==> src/rtl/ac_e_register_pkg.sv <==
// Shared datapath definitions for the AC/E register slice: default width,
// AC-op priority indices and the skip-flag bundle.
package ac_e_register_pkg;

  localparam int AC_WIDTH_DEFAULT = 8;

  // AC-op indices, lowest index wins
  localparam int OP_CLA     = 0;
  localparam int OP_LDAC    = 1;
  localparam int OP_INC     = 2;
  localparam int OP_CIR     = 3;
  localparam int OP_CIL     = 4;
  localparam int NUM_AC_OPS = 5;

  typedef struct packed {
    logic pos;
    logic neg;
    logic zero;
    logic ezero;
  } ac_flags_t;

  // True when two or more request bits are set
  function automatic logic multi_hot(input logic [NUM_AC_OPS-1:0] req);
    logic [2:0] cnt;
    cnt = 3'd0;
    for (int i = 0; i < NUM_AC_OPS; i++) begin
      cnt = cnt + {2'b00, req[i]};
    end
    return (cnt >= 3'd2);
  endfunction

endpackage

==> src/rtl/ac_e_register_if.sv <==
// Control/data bundle between the ALU/control unit (master) and the AC/E
// register (slave).
interface ac_e_register_if #(
  parameter int WIDTH = 8
);
  logic [WIDTH-1:0] acdata;
  logic             carry;
  logic             ldac;
  logic             addop;
  logic             cla;
  logic             inc;
  logic             cir;
  logic             cil;
  logic             cle;
  logic             cme;
  logic [WIDTH-1:0] ac;
  logic             e;
  logic             ac_pos;
  logic             ac_neg;
  logic             ac_zero;
  logic             e_zero;
  logic             conflict;

  modport master (
    output acdata, carry, ldac, addop, cla, inc, cir, cil, cle, cme,
    input  ac, e, ac_pos, ac_neg, ac_zero, e_zero, conflict
  );

  modport slave (
    input  acdata, carry, ldac, addop, cla, inc, cir, cil, cle, cme,
    output ac, e, ac_pos, ac_neg, ac_zero, e_zero, conflict
  );
endinterface

==> src/rtl/ac_e_register_flag_decode.sv <==
// Skip-test flag decode for SPA/SNA/SZA/SZE, purely combinational from the
// AC and E registers.
module ac_flag_decode
  import ac_e_register_pkg::*;
#(
  parameter int WIDTH = AC_WIDTH_DEFAULT
) (
  input  logic [WIDTH-1:0] ac,
  input  logic             e,
  output ac_flags_t        flags
);

  logic zero_s;

  // Derive the four skip flags
  always_comb begin
    zero_s      = (ac == {WIDTH{1'b0}});
    flags.zero  = zero_s;
    flags.neg   = ac[WIDTH-1];
    flags.pos   = ~ac[WIDTH-1] & ~zero_s;
    flags.ezero = ~e;
  end

endmodule

==> src/rtl/ac_e_register.sv <==
// Accumulator and extended-carry storage: captures ALU results and runs the
// register-reference micro-ops in place, with a sticky op-conflict flag.
module ac_e_register
  import ac_e_register_pkg::*;
#(
  parameter int WIDTH = AC_WIDTH_DEFAULT
) (
  input  logic               clk,
  input  logic               rst,
  ac_e_register_if.slave     bus
);

  logic [WIDTH-1:0]      ac_r;
  logic                  e_r;
  logic                  conflict_r;
  logic [WIDTH-1:0]      next_ac_s;
  logic                  next_e_s;
  logic                  e_wr_s;
  logic [NUM_AC_OPS-1:0] ac_ops_s;
  logic [NUM_AC_OPS-1:0] e_ops_s;
  logic                  conflict_set_s;
  ac_flags_t             flags_s;

  // Resolve the winning AC op and the E source for this cycle
  always_comb begin
    ac_ops_s           = '0;
    ac_ops_s[OP_CLA]   = bus.cla;
    ac_ops_s[OP_LDAC]  = bus.ldac;
    ac_ops_s[OP_INC]   = bus.inc;
    ac_ops_s[OP_CIR]   = bus.cir;
    ac_ops_s[OP_CIL]   = bus.cil;
    next_ac_s          = ac_r;
    next_e_s           = e_r;
    e_wr_s             = 1'b0;

    if (ac_ops_s[OP_CLA]) begin
      next_ac_s = {WIDTH{1'b0}};
    end else if (ac_ops_s[OP_LDAC]) begin
      next_ac_s = bus.acdata;
      if (bus.addop) begin
        next_e_s = bus.carry;
        e_wr_s   = 1'b1;
      end else begin
        e_wr_s   = 1'b0;
      end
    end else if (ac_ops_s[OP_INC]) begin
      next_ac_s = ac_r + {{(WIDTH-1){1'b0}}, 1'b1};
    end else if (ac_ops_s[OP_CIR]) begin
      next_ac_s = {e_r, ac_r[WIDTH-1:1]};
      next_e_s  = ac_r[0];
      e_wr_s    = 1'b1;
    end else if (ac_ops_s[OP_CIL]) begin
      next_ac_s = {ac_r[WIDTH-2:0], e_r};
      next_e_s  = ac_r[WIDTH-1];
      e_wr_s    = 1'b1;
    end else begin
      next_ac_s = ac_r;
    end

    // CLE/CME only reach E when the AC op left it alone
    if (e_wr_s) begin
      next_e_s = next_e_s;
    end else if (bus.cle) begin
      next_e_s = 1'b0;
    end else if (bus.cme) begin
      next_e_s = ~e_r;
    end else begin
      next_e_s = e_r;
    end

    e_ops_s        = {2'b00, e_wr_s, bus.cme, bus.cle};
    conflict_set_s = multi_hot(ac_ops_s) | multi_hot(e_ops_s);
  end

  // Register update with reset overriding all ops
  always_ff @(posedge clk) begin
    if (rst) begin
      ac_r       <= {WIDTH{1'b0}};
      e_r        <= 1'b0;
      conflict_r <= 1'b0;
    end else begin
      ac_r       <= next_ac_s;
      e_r        <= next_e_s;
      conflict_r <= conflict_r | conflict_set_s;
    end
  end

  ac_flag_decode #(.WIDTH(WIDTH)) u_flag_decode (
    .ac    (ac_r),
    .e     (e_r),
    .flags (flags_s)
  );

  assign bus.ac       = ac_r;
  assign bus.e        = e_r;
  assign bus.conflict = conflict_r;
  assign bus.ac_pos   = flags_s.pos;
  assign bus.ac_neg   = flags_s.neg;
  assign bus.ac_zero  = flags_s.zero;
  assign bus.e_zero   = flags_s.ezero;

endmodule

==> src/flat_wrapper.sv <==
// flat-port wrapper written by rule: the top's interface ports become plain ports
module ac_e_register_flat import ac_e_register_pkg::*;
#(
  parameter int WIDTH = AC_WIDTH_DEFAULT
)
  (clk, rst, bus_acdata, bus_carry, bus_ldac, bus_addop, bus_cla, bus_inc, bus_cir, bus_cil, bus_cle, bus_cme, bus_ac, bus_e, bus_ac_pos, bus_ac_neg, bus_ac_zero, bus_e_zero, bus_conflict);
  ac_e_register_if #(.WIDTH(WIDTH)) bus_i ();
  input  logic clk;
  input  logic rst;
  input wire logic [$bits(bus_i.acdata)-1:0] bus_acdata;
  input wire logic [$bits(bus_i.carry)-1:0] bus_carry;
  input wire logic [$bits(bus_i.ldac)-1:0] bus_ldac;
  input wire logic [$bits(bus_i.addop)-1:0] bus_addop;
  input wire logic [$bits(bus_i.cla)-1:0] bus_cla;
  input wire logic [$bits(bus_i.inc)-1:0] bus_inc;
  input wire logic [$bits(bus_i.cir)-1:0] bus_cir;
  input wire logic [$bits(bus_i.cil)-1:0] bus_cil;
  input wire logic [$bits(bus_i.cle)-1:0] bus_cle;
  input wire logic [$bits(bus_i.cme)-1:0] bus_cme;
  output wire logic [$bits(bus_i.ac)-1:0] bus_ac;
  output wire logic [$bits(bus_i.e)-1:0] bus_e;
  output wire logic [$bits(bus_i.ac_pos)-1:0] bus_ac_pos;
  output wire logic [$bits(bus_i.ac_neg)-1:0] bus_ac_neg;
  output wire logic [$bits(bus_i.ac_zero)-1:0] bus_ac_zero;
  output wire logic [$bits(bus_i.e_zero)-1:0] bus_e_zero;
  output wire logic [$bits(bus_i.conflict)-1:0] bus_conflict;
  assign bus_i.acdata = bus_acdata;
  assign bus_i.carry = bus_carry;
  assign bus_i.ldac = bus_ldac;
  assign bus_i.addop = bus_addop;
  assign bus_i.cla = bus_cla;
  assign bus_i.inc = bus_inc;
  assign bus_i.cir = bus_cir;
  assign bus_i.cil = bus_cil;
  assign bus_i.cle = bus_cle;
  assign bus_i.cme = bus_cme;
  assign bus_ac = bus_i.ac;
  assign bus_e = bus_i.e;
  assign bus_ac_pos = bus_i.ac_pos;
  assign bus_ac_neg = bus_i.ac_neg;
  assign bus_ac_zero = bus_i.ac_zero;
  assign bus_e_zero = bus_i.e_zero;
  assign bus_conflict = bus_i.conflict;
  ac_e_register #(.WIDTH(WIDTH)) u_core (.clk(clk), .rst(rst), .bus(bus_i));
endmodule
==> config.mk <==
export PLATFORM = sky130hd
export DESIGN_NAME = ac_e_register_flat
export DESIGN_NICKNAME = d
export VERILOG_FILES = /design/src/rtl/ac_e_register_pkg.sv /design/src/rtl/ac_e_register_if.sv /design/src/rtl/ac_e_register_flag_decode.sv /design/src/rtl/ac_e_register.sv /design/src/flat_wrapper.sv
export SDC_FILE = /design/constraint.sdc
export NUM_CORES = 1
export LEC_CHECK = 0
export BUFFER_PORTS_ARGS = -buffer_cell sky130_fd_sc_hd__buf_2
export CAP_MARGIN = 25
export CORE_MARGIN = 4
export CORE_UTILIZATION = 40
export DETAILED_ROUTE_END_ITERATION = 8
export PLACE_DENSITY_LB_ADDON = 0.3
export RECOVER_POWER = 100
export SYNTH_ARGS = -nofsm -noshare
export SYNTH_HDL_FRONTEND = slang
export SYNTH_HIERARCHICAL = 1
export SYNTH_SLANG_ARGS = --single-unit
==> constraint.sdc <==
create_clock -name clk -period 2.53 [get_ports clk]
set_input_delay 0.253 -clock clk [delete_from_list [all_inputs] [get_ports clk]]
set_output_delay 0.253 -clock clk [all_outputs]
set_load 0.01 [all_outputs]
# Word level (Yosys, flattened, before mapping)
# Cells that the tools add are included.
# totals
register_bits	10
input_bits	19
out_inout_bits	14
wordCells	46
# op_classes
add_sub_neg	7
n_lt_le_gt_ge	2
n_eq_ne	4
n_mux	19
bitwise_logic	6
reduce_logical	5
# ops
op	n
$mux 8	4
$mux 1	15
$add 3x1->3	4
$add 8x1->8 const B	1
$logic_not 8->1	1
$ge 3x2->1 const B	2
$ne 3x3->1 const B	2
$reduce_and 5->1	1
$add 1x1->2	2
$ne 4x4->1 const B	1
$reduce_bool 4->1	1
$not 1->1	3
$reduce_bool 3->1	1
$ne 2x2->1 const B	1
$or 1x1->1	2
$reduce_or 2->1	1
$and 1x1->1	1

# Longest topological paths before layout
# Gate-level depths: netlist (run 1).
# depth
depth_word	9
ltp_mapped	7
mapped_depth_nobuf	6

# Cells and area by module
# The synthesis (run 1) kept the hierarchy.
# modules_own_cells
mod	instances	cells_each	area_per_inst_um2
ac_e_register	1	107	835.8
ac_flag_decode	1	7	56.3

# Worst setup path before layout (run 1)
# OpenSTA, ideal clock, no wires.
# synth_timing
path_kind	input port to flip-flop
start	in bus_ldac
end	reg u_core.conflict_r, in the netlist u_core/bus.conflict
arrival_ns	1.711
setup_slack_ns	0.694
cell_stages	7
path_buffers	1
cell_sequence	buf_4 -> clkinv_1 -> fa_1 -> inv_1 -> ha_1 -> nor4b_1 -> a21oi_1
# synth_between
elab_chain_len	7
word_cells_on_any_way	11
cone_classes	add/sub: 5; order compare: 2; mux: 2; bitwise: 2
# synth_lines
item	line_no	rtl
from (decl)	flat_wrapper.sv:12	input wire logic [$bits(bus_i.ldac)-1:0] bus_ldac;
$add 1x1->2	ac_e_register_pkg.sv:27	cnt = cnt + {2'b00, req[i]};
$add 3x1->3 (3 in a row)	ac_e_register_pkg.sv:27	
$ge 3x2->1	ac_e_register_pkg.sv:29	return (cnt >= 3'd2);
$or 1x1->1 (*)	ac_e_register.sv:72	conflict_set_s = multi_hot(ac_ops_s) | multi_hot(e_ops_s);
$or 1x1->1 (*)	ac_e_register.sv:84	conflict_r <= conflict_r | conflict_set_s;
to (signal assigned)	ac_e_register.sv:84	
to (decl)	ac_e_register.sv:15	logic conflict_r;
# Every way passes the cells marked *; elsewhere a longest branch is shown, timed or not.
# A chain may end at the register's enable or synchronous reset.

# Final worst setup path (run 1)
# layout_timing
start	reg u_core.ac_r[4], in the netlist u_core/bus.ac[4]
end	out bus_ac_zero
# layout_between
elab_chain_len	1
# layout_lines
item	line_no	rtl
from (decl)	ac_e_register.sv:13	logic [WIDTH-1:0] ac_r;
from (signal assigned)	ac_e_register.sv:78	ac_r <= {WIDTH{1'b0}};
from (signal assigned)	ac_e_register.sv:82	ac_r <= next_ac_s;
$logic_not 8->1	ac_e_register_flag_decode.sv:17	zero_s = (ac == {WIDTH{1'b0}});
to (decl)	flat_wrapper.sv:24	output wire logic [$bits(bus_i.ac_zero)-1:0] bus_ac_zero;
# Every way passes these cells.

==> run summary, run 1 <==
## Outcome
* completed — status

## Clocking
* 60 ps — clock-pin slew reported for the worst setup and hold paths after clock tree synthesis
* 0 — # resized after CTS
* sky130_fd_sc_hd__clkbuf_4 — root buf cell
* 0 — postcts setup bufs
* 1 — maximum level of the CTS H-tree
* 10 — count of clock tree sinks
* 260 ps — Clock Latency Late Sink
* 2 — maximum clock insertion buffer count
* done — clock tree from TritonCTS
* 0 — number of hold-repair buffers added at the cts stage
* 3 — number of buffers created by CTS

## STA
* 16.1% — worst slew margin relative to its limit
* 1.42 ps — final clock skew
* 0 — endpoints failing hold
* 0 — total count of max-transition violations in the final report
* 0.520 GHz — Highest Clock Rate
* 76.0% — Final Cycle Share
* 0 ps — post-route setup TNS
* false — unrepaired setup endpoints after global routing
* 0 — Finish-stage setup viols
* 1920 ps — shortest clock period the worst path allows after layout
* 608 ps — final worst-path setup slack
* 1250 ps — slew at the pin closest to its max-slew limit

## Layout
* 168 — Final Net Count
* sky130_fd_sc_hd__buf_2, sky130_fd_sc_hd__a21oi_1, sky130_fd_sc_hd__clkbuf_1 — most frequent cells in the layout
* 200 sq um — combined flip-flop and latch cell area
* 0 — count of antenna diodes in the layout
* 16.1% — area growth from synthesis to layout
* 227 — filler instances
* sky130_fd_sc_hd__buf_2 — most common cell after layout, fill and taps aside
* 598 sq um — area taken by multi-input logic gates
* 18.9% — share of cells above drive strength 1

## Worst setup path
* 600 ps — delay of the slowest cell on the worst path
* 1670 ps — arrival time worst endpoint
* or4_1 > nor3_1 > buf_2 — chain of cells forming the critical path
* 2280 ps — CP required
* sky130_fd_sc_hd__or4_1 — CP max stage cell
* 4 — Reg2Reg Depth
* bus_ac_zero — Critical Path End
* u_core/bus.ac[2] — launch point of the worst reg-to-reg path
* u_core/bus.ac[4] — worst setup path start
* output pin — kind of end point of the critical path
* 9 — critical path peak fanout
* flop — Worst setup SP type
* 970 ps — setup slack of the worst register-to-register path
* u_core/bus.ac[5] — worst r2r dst
* flop to output pin — Setup CP Type

## Yosys
* 137 — total nets after synthesis
* 22.4% — register area share after synthesis
* 32.0% — compound-cell area share of the yosys netlist
* 114 — Gate Count Post-Synth
* 5.89% — multiplexer share of the synthesized area
* 892 sq um — combined area of all synthesized cells
* 7.83 sq um — Post-Synthesis Mean Instance Area
* 10 — register bit count reported by yosys
* 2.95% — share of the synthesized netlist area taken by xor and xnor gates
* 6 — number of warnings issued by yosys
* 6.45% — adder and majority gate portion of the synthesized area
* 0% — fraction of synthesis flops using an asynchronous set or reset pin
* 43 — number of distinct library cells after synthesis
* compound AO/OA/AOI/OAI gates — largest family of logic cells by synthesized area
* 0 — number of enable flip-flop cells after synthesis
* 21.5% — Simple-Gate Fraction of Synth Area
* sky130_fd_sc_hd__dfxtp_1 — most common flop cell mapped by yosys

## Floorplanning
* 2040 sq um — core area
* 33 — number of top-level pins
* 3050 sq um — DIE AREA
* 16 — Std-Cell Rows
* 55.2 microns — Horiz. Die Dim
* 55.2 microns — vertical die dimension
* 43.7% — initial cell density of the core

## Pwr
* 25.5% — part of the power in the clock network
* 394 nW/um^2 — power density of the placed cells
* 32.4% — switch share
* 0.409 mW — overall power of the completed layout
* 44.5% — Sequential Power Share
* 0.000273 V — largest voltage drop on the vdd net
* 0.133 mW — net switching power
* 0.276 mW — internal power
* 0.413 nW — cell leakage power
* 30.0% — Comb pwr share

## Global routing
* 914 — number of global-route vias before repair
* 21 — largest net degree at the start of global routing
* 4240 microns — wire length of the first global-routing pass
* 16.7% — All-Layer GR Usage
* 0 — initial antenna violation count
* 0 — global route total overflow

## Detailed routing
* 14.4 microns — average wire per cell in the routed design
* 5.72 — via/cell ratio
* 0 — antenna-violating nets left
* 2450 microns — overall routed net length
* 972 — via count
* 44 — Starting DRT DRC Count
* 0 — DRC
* 5 — detailed-routing iteration count for the pre-antenna-repair pass

## Worst hold path
* input pin to flop — Hold Crit Class

## Place
* 0.852 — gp weighted congestion
* 32 — count of input and output buffers
* 1850 microns — post-detail-place hpwl
* 568 ps — worst slack at placement

## Flow run
* 0 — number of violations of the max-capacitance limit

-- layout make-up --
class | instances | share of cell area, %
multi-input cells | 89 | 57.7
flip-flops and latches | 10 | 19.3
inverters | 8 | 2.90
repair buffers | 33 | 14.6
well taps | 27 | 3.26
clock buffers | 3 | 2.17
-- how the worst min path moves through the flow --
stage / startpoint / to / slack, ps / cells after the start
floorplan: rst / u_core/bus.conflict / 320 / 1
global placement: rst / u_core/bus.conflict / 450 / 2
detailed placement: rst / u_core/bus.e / 470 / 2
CTS: rst / u_core/bus.e / 190 / 2
global route: rst / u_core/bus.e / 200 / 2
finish: rst / u_core/bus.e / 190 / 2
-- kinds of logic after synthesis --
group	Yosys count
AOI/OAI and AO/OA	45
xor gates and xnor gates	3
adders and majority gates	4
buffers and inverters	15
DFF	10
muxes	5
and+or+nand+nor	32
-- synthesized netlist by cell type (2+ instances only) --
library cell | n | area, sq um
sky130_fd_sc_hd__a21oi_1 | 16 | 80.1
sky130_fd_sc_hd__dfxtp_1 | 10 | 200
sky130_fd_sc_hd__nand2_1 | 10 | 37.5
sky130_fd_sc_hd__o21ai_0 | 8 | 40.0
sky130_fd_sc_hd__inv_1 | 7 | 26.3
sky130_fd_sc_hd__buf_4 | 6 | 45.0
sky130_fd_sc_hd__o211ai_1 | 5 | 37.5
sky130_fd_sc_hd__a22oi_1 | 3 | 22.5
sky130_fd_sc_hd__ha_1 | 3 | 37.5
sky130_fd_sc_hd__mux2i_1 | 3 | 30.0
sky130_fd_sc_hd__nor2_1 | 3 | 11.3
sky130_fd_sc_hd__xnor2_1 | 3 | 26.3
sky130_fd_sc_hd__and3b_1 | 2 | 17.5
sky130_fd_sc_hd__mux2_2 | 2 | 22.5
sky130_fd_sc_hd__nand3_1 | 2 | 10.0
sky130_fd_sc_hd__nand4_1 | 2 | 12.5
sky130_fd_sc_hd__nor3_1 | 2 | 10.0
sky130_fd_sc_hd__or3_1 | 2 | 12.5
-- power groups by stage --
stage | Clock (mW) | Sequential, mW | Combinational (mW)
6_report | 0.104 | 0.182 | 0.123
5_1_grt | 0.116 | 0.184 | 0.138
4_1_cts | 0.107 | 0.181 | 0.129
3_5_place_dp | 0 | 0.185 | 0.129
3_3_place_gp | 0 | 0.185 | 0.126
2_1_floorplan | 0 | 0.184 | 0.0865
-- routing by layer --
metal | part of all wire, % | vias up | GRT usage [%]
met3 | 7.8 | 4 | 4.20
li1 | - | 487 | -
met2 | 46 | 37 | 26.5
met4 | 0.61 | 0 | 5.21
met1 | 45 | 444 | 22.0
met5 | 0 | - | 0
-- registers in the layout, indices dropped and copies added (netlist names) --
name and cells:
u_core/bus.conflict 1, u_core/bus.e 1, u_core/bus.ac 8
-- critical path: cells and delay by family, from the launching register on --
family                 cells  cell delay (ps)
buffers and inverters      1              170
DFF                        1              410
and+or+nand+nor            2              830
-- per-stage QoR --
step / utilization [%] / cells / cell area (sq um) / hold WS [ps]
3_5_place_dp: 51.2 / 167 / 1040 / 466
6_report: 50.7 / 170 / 1040 / 192
2_1_floorplan: - / 114 / 892 / 322
3_3_place_gp: 51.2 / 167 / 1040 / 455
4_1_cts: 52.3 / 170 / 1070 / 190
5_1_grt: 50.7 / 170 / 1040 / 205
Power figures use the tool's default switching activity.
==> inputs of run 2 (changes only) <==
--- a/config.mk
+++ b/config.mk
@@ -5,6 +5,7 @@
 export SDC_FILE = /design/constraint.sdc
 export NUM_CORES = 1
 export LEC_CHECK = 0
+export ABC_AREA = 1
 export BUFFER_PORTS_ARGS = -buffer_cell sky130_fd_sc_hd__buf_2
 export CAP_MARGIN = 25
 export CORE_MARGIN = 4
==> constraint.sdc (replaced) <==
create_clock -name clk -period 1.6 [get_ports clk]
set_input_delay 0.16 -clock clk [delete_from_list [all_inputs] [get_ports clk]]
set_output_delay 0.16 -clock clk [all_outputs]
set_load 0.01 [all_outputs]
==> run 2 against run 1 <==
Against the previous run: final area increased by 13%; total power rose by 83%; clock-buffer cell count up 1; critical path depth is 2 higher; clock power increased by 130%; sequential power rose by 57%; sequential share of layout area shrank 2.2 points; largest cell class unchanged.
==> run summary, run 2 <==
## Detailed routing
* 12.5 microns — average wire per cell in the routed design, -13%
* 1290 microns — met2 routed wirelength, +14%
* 1123 — via count, +16%
* met4 — uppermost routed layer
* 244 microns — length of routed met3 wiring, +27%
* 0 — DRC, unchanged
* 0 — antenna-violating nets left, unchanged
* 5.18 — via/cell ratio, -9.5%
* 4 — detailed-routing iteration count for the pre-antenna-repair pass, -1
* 1170 microns — sum of routed wire segments on met1, +5.3%
* 47 — Starting DRT DRC Count, +6.8%
* 2710 microns — overall routed net length, +11%

## Clocking
* 10 — count of clock tree sinks, unchanged
* 0 — postcts setup bufs, unchanged
* 270 ps — Clock Latency Late Sink, about the same
* done — clock tree from TritonCTS
* 80 ps — clock-pin slew reported for the worst setup and hold paths after clock tree synthesis, +20 ps
* 2 — maximum clock insertion buffer count, unchanged
* 0 — # resized after CTS, unchanged
* sky130_fd_sc_hd__clkbuf_4 — root buf cell
* 0 — number of hold-repair buffers added at the cts stage, unchanged
* 3 — number of buffers created by CTS, unchanged
* 1 — maximum level of the CTS H-tree, unchanged

## Yosys
* 152 — Gate Count Post-Synth, +33%
* sky130_fd_sc_hd__dfxtp_1 — post-synthesis cell type with the largest combined area
* 27 — number of distinct library cells after synthesis, -37%
* sky130_fd_sc_hd__nand2_1, sky130_fd_sc_hd__a21oi_1, sky130_fd_sc_hd__nor2_1 — leading post-synthesis cells by instance count
* 0% — fraction of synthesis flops using an asynchronous set or reset pin, unchanged
* 10 — register bit count reported by yosys, unchanged
* 175 — total nets after synthesis, +28%
* 6.33 sq um — Post-Synthesis Mean Instance Area, -19%
* 0 — number of enable flip-flop cells after synthesis, unchanged
* sky130_fd_sc_hd__nand2_1 — cell with the most instances after synthesis
* 6 — number of warnings issued by yosys, unchanged
* 20.8% — register area share after synthesis, -1.6 points
* sky130_fd_sc_hd__dfxtp_1 — most common flop cell mapped by yosys
* 20.8% — fraction of synthesized cell area taken by the top area cell type, -1.6 points
* 962 sq um — combined area of all synthesized cells, +7.9%
* sky130_fd_sc_hd__dfxtp_1, sky130_fd_sc_hd__nand2_1, sky130_fd_sc_hd__a21oi_1 — top cells by area, synth

## Worst setup path
* sky130_fd_sc_hd__dfxtp_1 — CP max stage cell
* 200 ps — setup slack of the worst register-to-register path, -770 ps
* flop to output pin — Setup CP Type
* u_core/bus.ac[7] — worst setup path start
* 1 — total buffers and inverters traversed by the critical path, unchanged
* 520 ps — delay of the slowest cell on the worst path, -80 ps
* bus_ac_pos — Critical Path End
* 1250 ps — arrival time worst endpoint, -420 ps
* sky130_fd_sc_hd__nor2_1 — most used cell along the critical path
* 7 — Reg2Reg Depth, +3
* u_core/bus.ac[6] — worst r2r dst
* 9 — critical path peak fanout, unchanged
* output pin — kind of end point of the critical path
* nor2_1 > nand2_1 > nor2_2 > nor2_1 > clkbuf_1 — chain of cells forming the critical path
* flop — Worst setup SP type
* u_core/bus.ac[0] — launch point of the worst reg-to-reg path
* flip-flops — crit-path leading delay family
* 5 — count of cell instances traversed by the critical path, +2
* 1440 ps — CP required, -840 ps

## Global routing
* 18 — largest net degree at the start of global routing, -14%
* 1064 — number of global-route vias before repair, +16%
* 18.1% — All-Layer GR Usage, +1.4 points
* 4770 microns — wire length of the first global-routing pass, +13%
* 0 — initial antenna violation count, unchanged
* 0 — global route total overflow, unchanged

## Layout
* 0 — count of antenna diodes in the layout, unchanged
* 252 — filler instances, +11%
* 23.8% — share of cells above drive strength 1, +4.9 points
* 1170 sq um — Final Instance Area, +13%
* 21.3% — area growth from synthesis to layout
* 8 — max FFs per register, unchanged
* 213 — Final Net Count, +27%
* sky130_fd_sc_hd__nand2_1 — most common cell after layout, fill and taps aside
* sky130_fd_sc_hd__nand2_1, sky130_fd_sc_hd__a21oi_1, sky130_fd_sc_hd__buf_2 — most frequent cells in the layout
* 51.8% — final core utilization, +1.0 points

## Floorplanning
* 3250 sq um — DIE AREA, +6.7%
* 42.7% — initial cell density of the core, -1.0 points
* 2250 sq um — core area, +10%
* 17 — Std-Cell Rows, +1
* 57.0 microns — vertical die dimension, +3.3%
* 33 — number of top-level pins, unchanged
* 57.0 microns — Horiz. Die Dim, +3.3%

## Pwr
* 29.8% — Comb pwr share, -0.2 points
* 0.497 mW — internal power, +80%
* 642 nW/um^2 — power density of the placed cells, +63%
* 0.530 nW — cell leakage power, +28%
* 0.000448 V — largest voltage drop on the vdd net, +64%
* 33.7% — switch share, +1.3 points
* 32.0% — part of the power in the clock network, +6.5 points
* 0.253 mW — net switching power, +91%
* 38.2% — Sequential Power Share, -6.3 points
* 0.750 mW — overall power of the completed layout, +83%

## Place
* 1160 sq um — Post-DP Area, +11%
* 2060 microns — post-detail-place hpwl, +11%
* 32 — count of input and output buffers, unchanged
* 0.855 — gp weighted congestion, +0.45%

## Worst hold path
* input pin to flop — Hold Crit Class
* 2 — worst hold path cell count, unchanged

## STA
* 88.1% — Final Cycle Share
* 0.710 GHz — Highest Clock Rate
* 416 ps — slew at the pin closest to its max-slew limit, -831 ps
* 0 — Finish-stage setup viols, unchanged
* false — unrepaired setup endpoints after global routing
* 0 — total count of max-transition violations in the final report, unchanged
* 72.2% — worst slew margin relative to its limit, +56 points
* 0 — endpoints failing hold, unchanged
* 1410 ps — shortest clock period the worst path allows after layout
* 2.73 ps — final clock skew, +1.31 ps
* 0 ps — post-route setup TNS, unchanged

## Outcome
* completed — status

## Flow run
* 0 — number of violations of the max-capacitance limit, unchanged

## run 2: cell count changes after synthesis, moves of 4 or more
cell	previous run	this run
sky130_fd_sc_hd__o211ai_1	5	1
sky130_fd_sc_hd__nor2_1	3	14
sky130_fd_sc_hd__o21ai_1	0	9
sky130_fd_sc_hd__nand2_1	10	32
sky130_fd_sc_hd__o21ai_0	8	12
sky130_fd_sc_hd__inv_1	7	13
sky130_fd_sc_hd__nand3_1	2	9
## run 2: how the worst min path moves through the flow
stage / startpoint / end / slack (ps)
6_report: rst / u_core/bus.conflict / 80
5_1_grt: rst / u_core/bus.e / 80
4_1_cts: rst / u_core/bus.e / 80
3_5_place_dp: rst / u_core/bus.conflict / 380
3_3_place_gp: rst / u_core/bus.conflict / 370
2_1_floorplan: rst / u_core/bus.conflict / 230
## run 2: through the flow
step	hold slack, ps	setup slack, ps	cells
4_1_cts	78.0	211	217
5_1_grt	82.8	22.3	217
3_3_place_gp	367	23.3	213
6_report	84.8	191	217
3_5_place_dp	377	-21.5	213
2_1_floorplan	232	93.9	152
## run 2: worst register-to-register path, delay by kind of cell, from the launching register on
| kind | cells | cell delay [ps] |
|---|---|---|
| AO/OA/AOI/OAI | 2 | 280 |
| flip-flops | 1 | 470 |
| AND/OR/NAND/NOR | 4 | 330 |
| adder cells (fa/ha/maj) | 1 | 260 |
## run 2: cell type report
class,instances,area (sq um),area share [%]
clock buffer,4,36.3,3.11
inverter,17,71.3,6.11
timing repair buffer,41,210,18.0
sequential,10,200,17.1
tap,28,35.0,3.00
multi-input combinational,117,614,52.6
## run 2: layer usage
metal	track usage, %	vias up
met1	23.8	496
li1	-	574
met4	2.98	0
met2	29.9	51
met5	0	-
met3	5.20	2
## run 2: cell families after synthesis
kind of cell,synth area share (%)
DFF,20.8
and+or+nand+nor,31.1
AOI/OAI and AO/OA,27.6
adders and majority gates,5.98
buffers and inverters,14.6
## run 2: power groups by stage
stage               logic (mW)  clock network [mW]  registers, mW
floorplan                0.151                   0          0.293
global placement         0.228                   0          0.291
detailed placement       0.232                   0          0.292
CTS                      0.233               0.249          0.286
global route             0.255               0.262          0.290
finish                   0.223               0.240          0.286
==> inputs of run 3 (changes only) <==
--- a/config.mk
+++ b/config.mk
@@ -6,11 +6,12 @@
 export NUM_CORES = 1
 export LEC_CHECK = 0
 export ABC_AREA = 1
-export BUFFER_PORTS_ARGS = -buffer_cell sky130_fd_sc_hd__buf_2
+export BUFFER_PORTS_ARGS = -buffer_cell sky130_fd_sc_hd__buf_4
 export CAP_MARGIN = 25
 export CORE_MARGIN = 4
-export CORE_UTILIZATION = 40
+export CORE_UTILIZATION = 44
 export DETAILED_ROUTE_END_ITERATION = 8
+export GPL_TIMING_DRIVEN = 0
 export PLACE_DENSITY_LB_ADDON = 0.3
 export RECOVER_POWER = 100
 export SYNTH_ARGS = -nofsm -noshare
==> run 3 against run 2 <==
Against the previous run: maximum frequency fell by 6.4%; sequential cell count unchanged; worst hold slack got worse by 14 ps; clock skew decreased by 2.0 ps; clock-buffer cell count stayed put; critical path type is now input pin to flop; highest routed layer unchanged.
==> run summary, run 3 (synthesized netlist as in run 2, its figures left out) <==
## Outcome
* completed — status

## Layout
* 22.6% — share of cells above drive strength 1, -1.2 points
* sky130_fd_sc_hd__nand2_1, sky130_fd_sc_hd__buf_4, sky130_fd_sc_hd__a21oi_1 — most frequent cells in the layout
* sky130_fd_sc_hd__nand2_1 — most common cell after layout, fill and taps aside
* 24.7% — area growth from synthesis to layout
* 8 — max FFs per register, unchanged
* 211 — filler instances, -16%
* 210 — Final Net Count, -1.4%
* 0 — count of antenna diodes in the layout, unchanged

## Pwr
* 0.000476 V — largest voltage drop on the vdd net, +6.3%
* 643 nW/um^2 — power density of the placed cells, +0.16%
* 37.1% — Sequential Power Share, -1.1 points
* 0.512 mW — internal power, +2.9%
* 33.7% — switch share, about the same
* 0.538 nW — cell leakage power, +1.4%
* 0.260 mW — net switching power, +3.0%
* 31.7% — Comb pwr share, +1.9 points
* 31.2% — part of the power in the clock network, -0.8 points

## Detailed routing
* 0 — antenna-violating nets left, unchanged
* 1161 — via count, +3.4%
* 14.2 microns — average wire per cell in the routed design, +13%
* 94 — Starting DRT DRC Count, +100%
* 3020 microns — overall routed net length, +11%
* 4 — detailed-routing iteration count for the pre-antenna-repair pass, unchanged
* 0 — DRC, unchanged
* 5.45 — via/cell ratio, +5.3%

## Worst setup path
* sky130_fd_sc_hd__nor2_1 — most used cell along the critical path
* 1770 ps — CP required, +330 ps
* adder cells — crit-path leading delay family
* input pin — Worst setup SP type
* flop — kind of end point of the critical path
* 1680 ps — arrival time worst endpoint, +430 ps
* 560 ps — delay of the slowest cell on the worst path, +40 ps
* 3 — total buffers and inverters traversed by the critical path, +2
* sky130_fd_sc_hd__fa_1 — CP max stage cell
* 10 — critical path peak fanout, +1
* clkbuf_1 > inv_2 > fa_1 > inv_1 > ha_1 > a21oi_1 > nand3_1 > nor2_1 > nor2_1 — chain of cells forming the critical path
* input pin to flop — Setup CP Type

## STA
* 0 — endpoints failing hold, unchanged
* 0 — total count of max-transition violations in the final report, unchanged
* 95.3 ps — final worst-path setup slack, -95.8 ps
* 0 ps — post-route setup TNS, unchanged
* 58.4% — worst slew margin relative to its limit, -14 points
* 0.700 ps — final clock skew, -2.03 ps
* 621 ps — slew at the pin closest to its max-slew limit, +205 ps
* 0 — Finish-stage setup viols, unchanged
* false — unrepaired setup endpoints after global routing
* 94.0% — Final Cycle Share, +6.0 points
* 1500 ps — shortest clock period the worst path allows after layout, +95.8 ps
* 0.665 GHz — Highest Clock Rate, -6.4%

## Clocking
* 0 — postcts setup bufs, unchanged
* 3 — number of buffers created by CTS, unchanged
* 10 — count of clock tree sinks, unchanged
* 1 — maximum level of the CTS H-tree, unchanged
* 270 ps — Clock Latency Late Sink, about the same
* sky130_fd_sc_hd__clkbuf_4 — root buf cell
* 0 — # resized after CTS, unchanged
* 0 — number of hold-repair buffers added at the cts stage, unchanged
* 80 ps — clock-pin slew reported for the worst setup and hold paths after clock tree synthesis, about the same
* 2 — maximum clock insertion buffer count, unchanged
* done — clock tree from TritonCTS

## Place
* 30 — count of input and output buffers, -6.3%
* 0.911 — gp weighted congestion, +6.5%
* -95.4 ps — worst slack at placement, -73.9 ps
* 2240 microns — post-detail-place hpwl, +8.4%

## Floorplanning
* 33 — number of top-level pins, unchanged
* 3000 sq um — DIE AREA, -7.9%
* 54.8 microns — vertical die dimension, -4.0%
* 16 — Std-Cell Rows, -1
* 47.6% — initial cell density of the core, +4.9 points
* 2020 sq um — core area, -10%
* 54.8 microns — Horiz. Die Dim, -4.0%

## Global routing
* 4840 microns — wire length of the first global-routing pass, +1.4%
* 11 — largest net degree at the start of global routing, -7
* 22.1% — All-Layer GR Usage, +4.0 points
* 1094 — number of global-route vias before repair, +2.8%
* 0 — global route total overflow, unchanged
* 0 — initial antenna violation count, unchanged

## Worst hold path
* input pin to flop — Hold Crit Class

## Flow run
* 0 — number of violations of the max-capacitance limit, unchanged

## run 3: cell count changes in the layout (fill, tap and decap cells not counted), moves of 2 or more
cell                     change
sky130_fd_sc_hd__buf_2      -17
sky130_fd_sc_hd__buf_4      +11
sky130_fd_sc_hd__buf_6       +3
sky130_fd_sc_hd__nor2_2      -2
## run 3: final timing paths
path,from,endpoint,slack [ps],depth (start not counted)
worst min-delay path,rst,u_core/bus.e,70,2
worst max register to register,u_core/bus.ac[1],u_core/bus.ac[4],160,7
worst max-delay path,bus_ldac,u_core/bus.conflict,100,9
worst min register to register,u_core/bus.conflict,u_core/bus.conflict,480,2
## run 3: per-layer routing
layer | vias up | part of all wire (%) | GRT usage, %
met5 | - | 0 | 0
met4 | 0 | 1.5 | 5.39
met3 | 8 | 7.5 | 4.90
met2 | 46 | 49 | 38.2
met1 | 533 | 42 | 27.4
li1 | 574 | - | -
## run 3: layout make-up
cell class                 count  area, sq um  area share, %
inverter                      17         71.3           5.94
multi-input combinational    117          613           51.1
timing repair buffer          30          176           14.7
sequential                    10          200           16.7
clock buffer                   4         36.3           3.02
tap                           27         33.8           2.82
buffer                         8         68.8           5.74
## run 3: power groups by stage
stage | Combinational (mW) | Clock, mW | Sequential (mW)
2_1_floorplan | 0.151 | 0 | 0.293
3_3_place_gp | 0.252 | 0 | 0.291
3_5_place_dp | 0.263 | 0 | 0.292
4_1_cts | 0.264 | 0.241 | 0.286
5_1_grt | 0.273 | 0.251 | 0.289
6_report | 0.245 | 0.241 | 0.286
## run 3: metrics by stage
step	utilization (%)	cells	total power [mW]	hold WS, ps	instance area, sq um
2_1_floorplan	-	152	0.444	232	962
3_3_place_gp	60.4	209	0.543	351	1220
3_5_place_dp	60.4	209	0.555	357	1220
4_1_cts	62.2	213	0.791	70.4	1260
5_1_grt	59.3	213	0.813	72.3	1200
6_report	59.3	213	0.772	70.5	1200
## run 3: worst register-to-register path: stages, from the launching register on
cell,delay (ps)
sky130_fd_sc_hd__dfxtp_1,470
sky130_fd_sc_hd__ha_1,260
sky130_fd_sc_hd__nand3_1,120
sky130_fd_sc_hd__a21oi_1,160
sky130_fd_sc_hd__o21ai_0,100
sky130_fd_sc_hd__nand2_1,70
sky130_fd_sc_hd__nand2_1,70
sky130_fd_sc_hd__a21oi_1,130
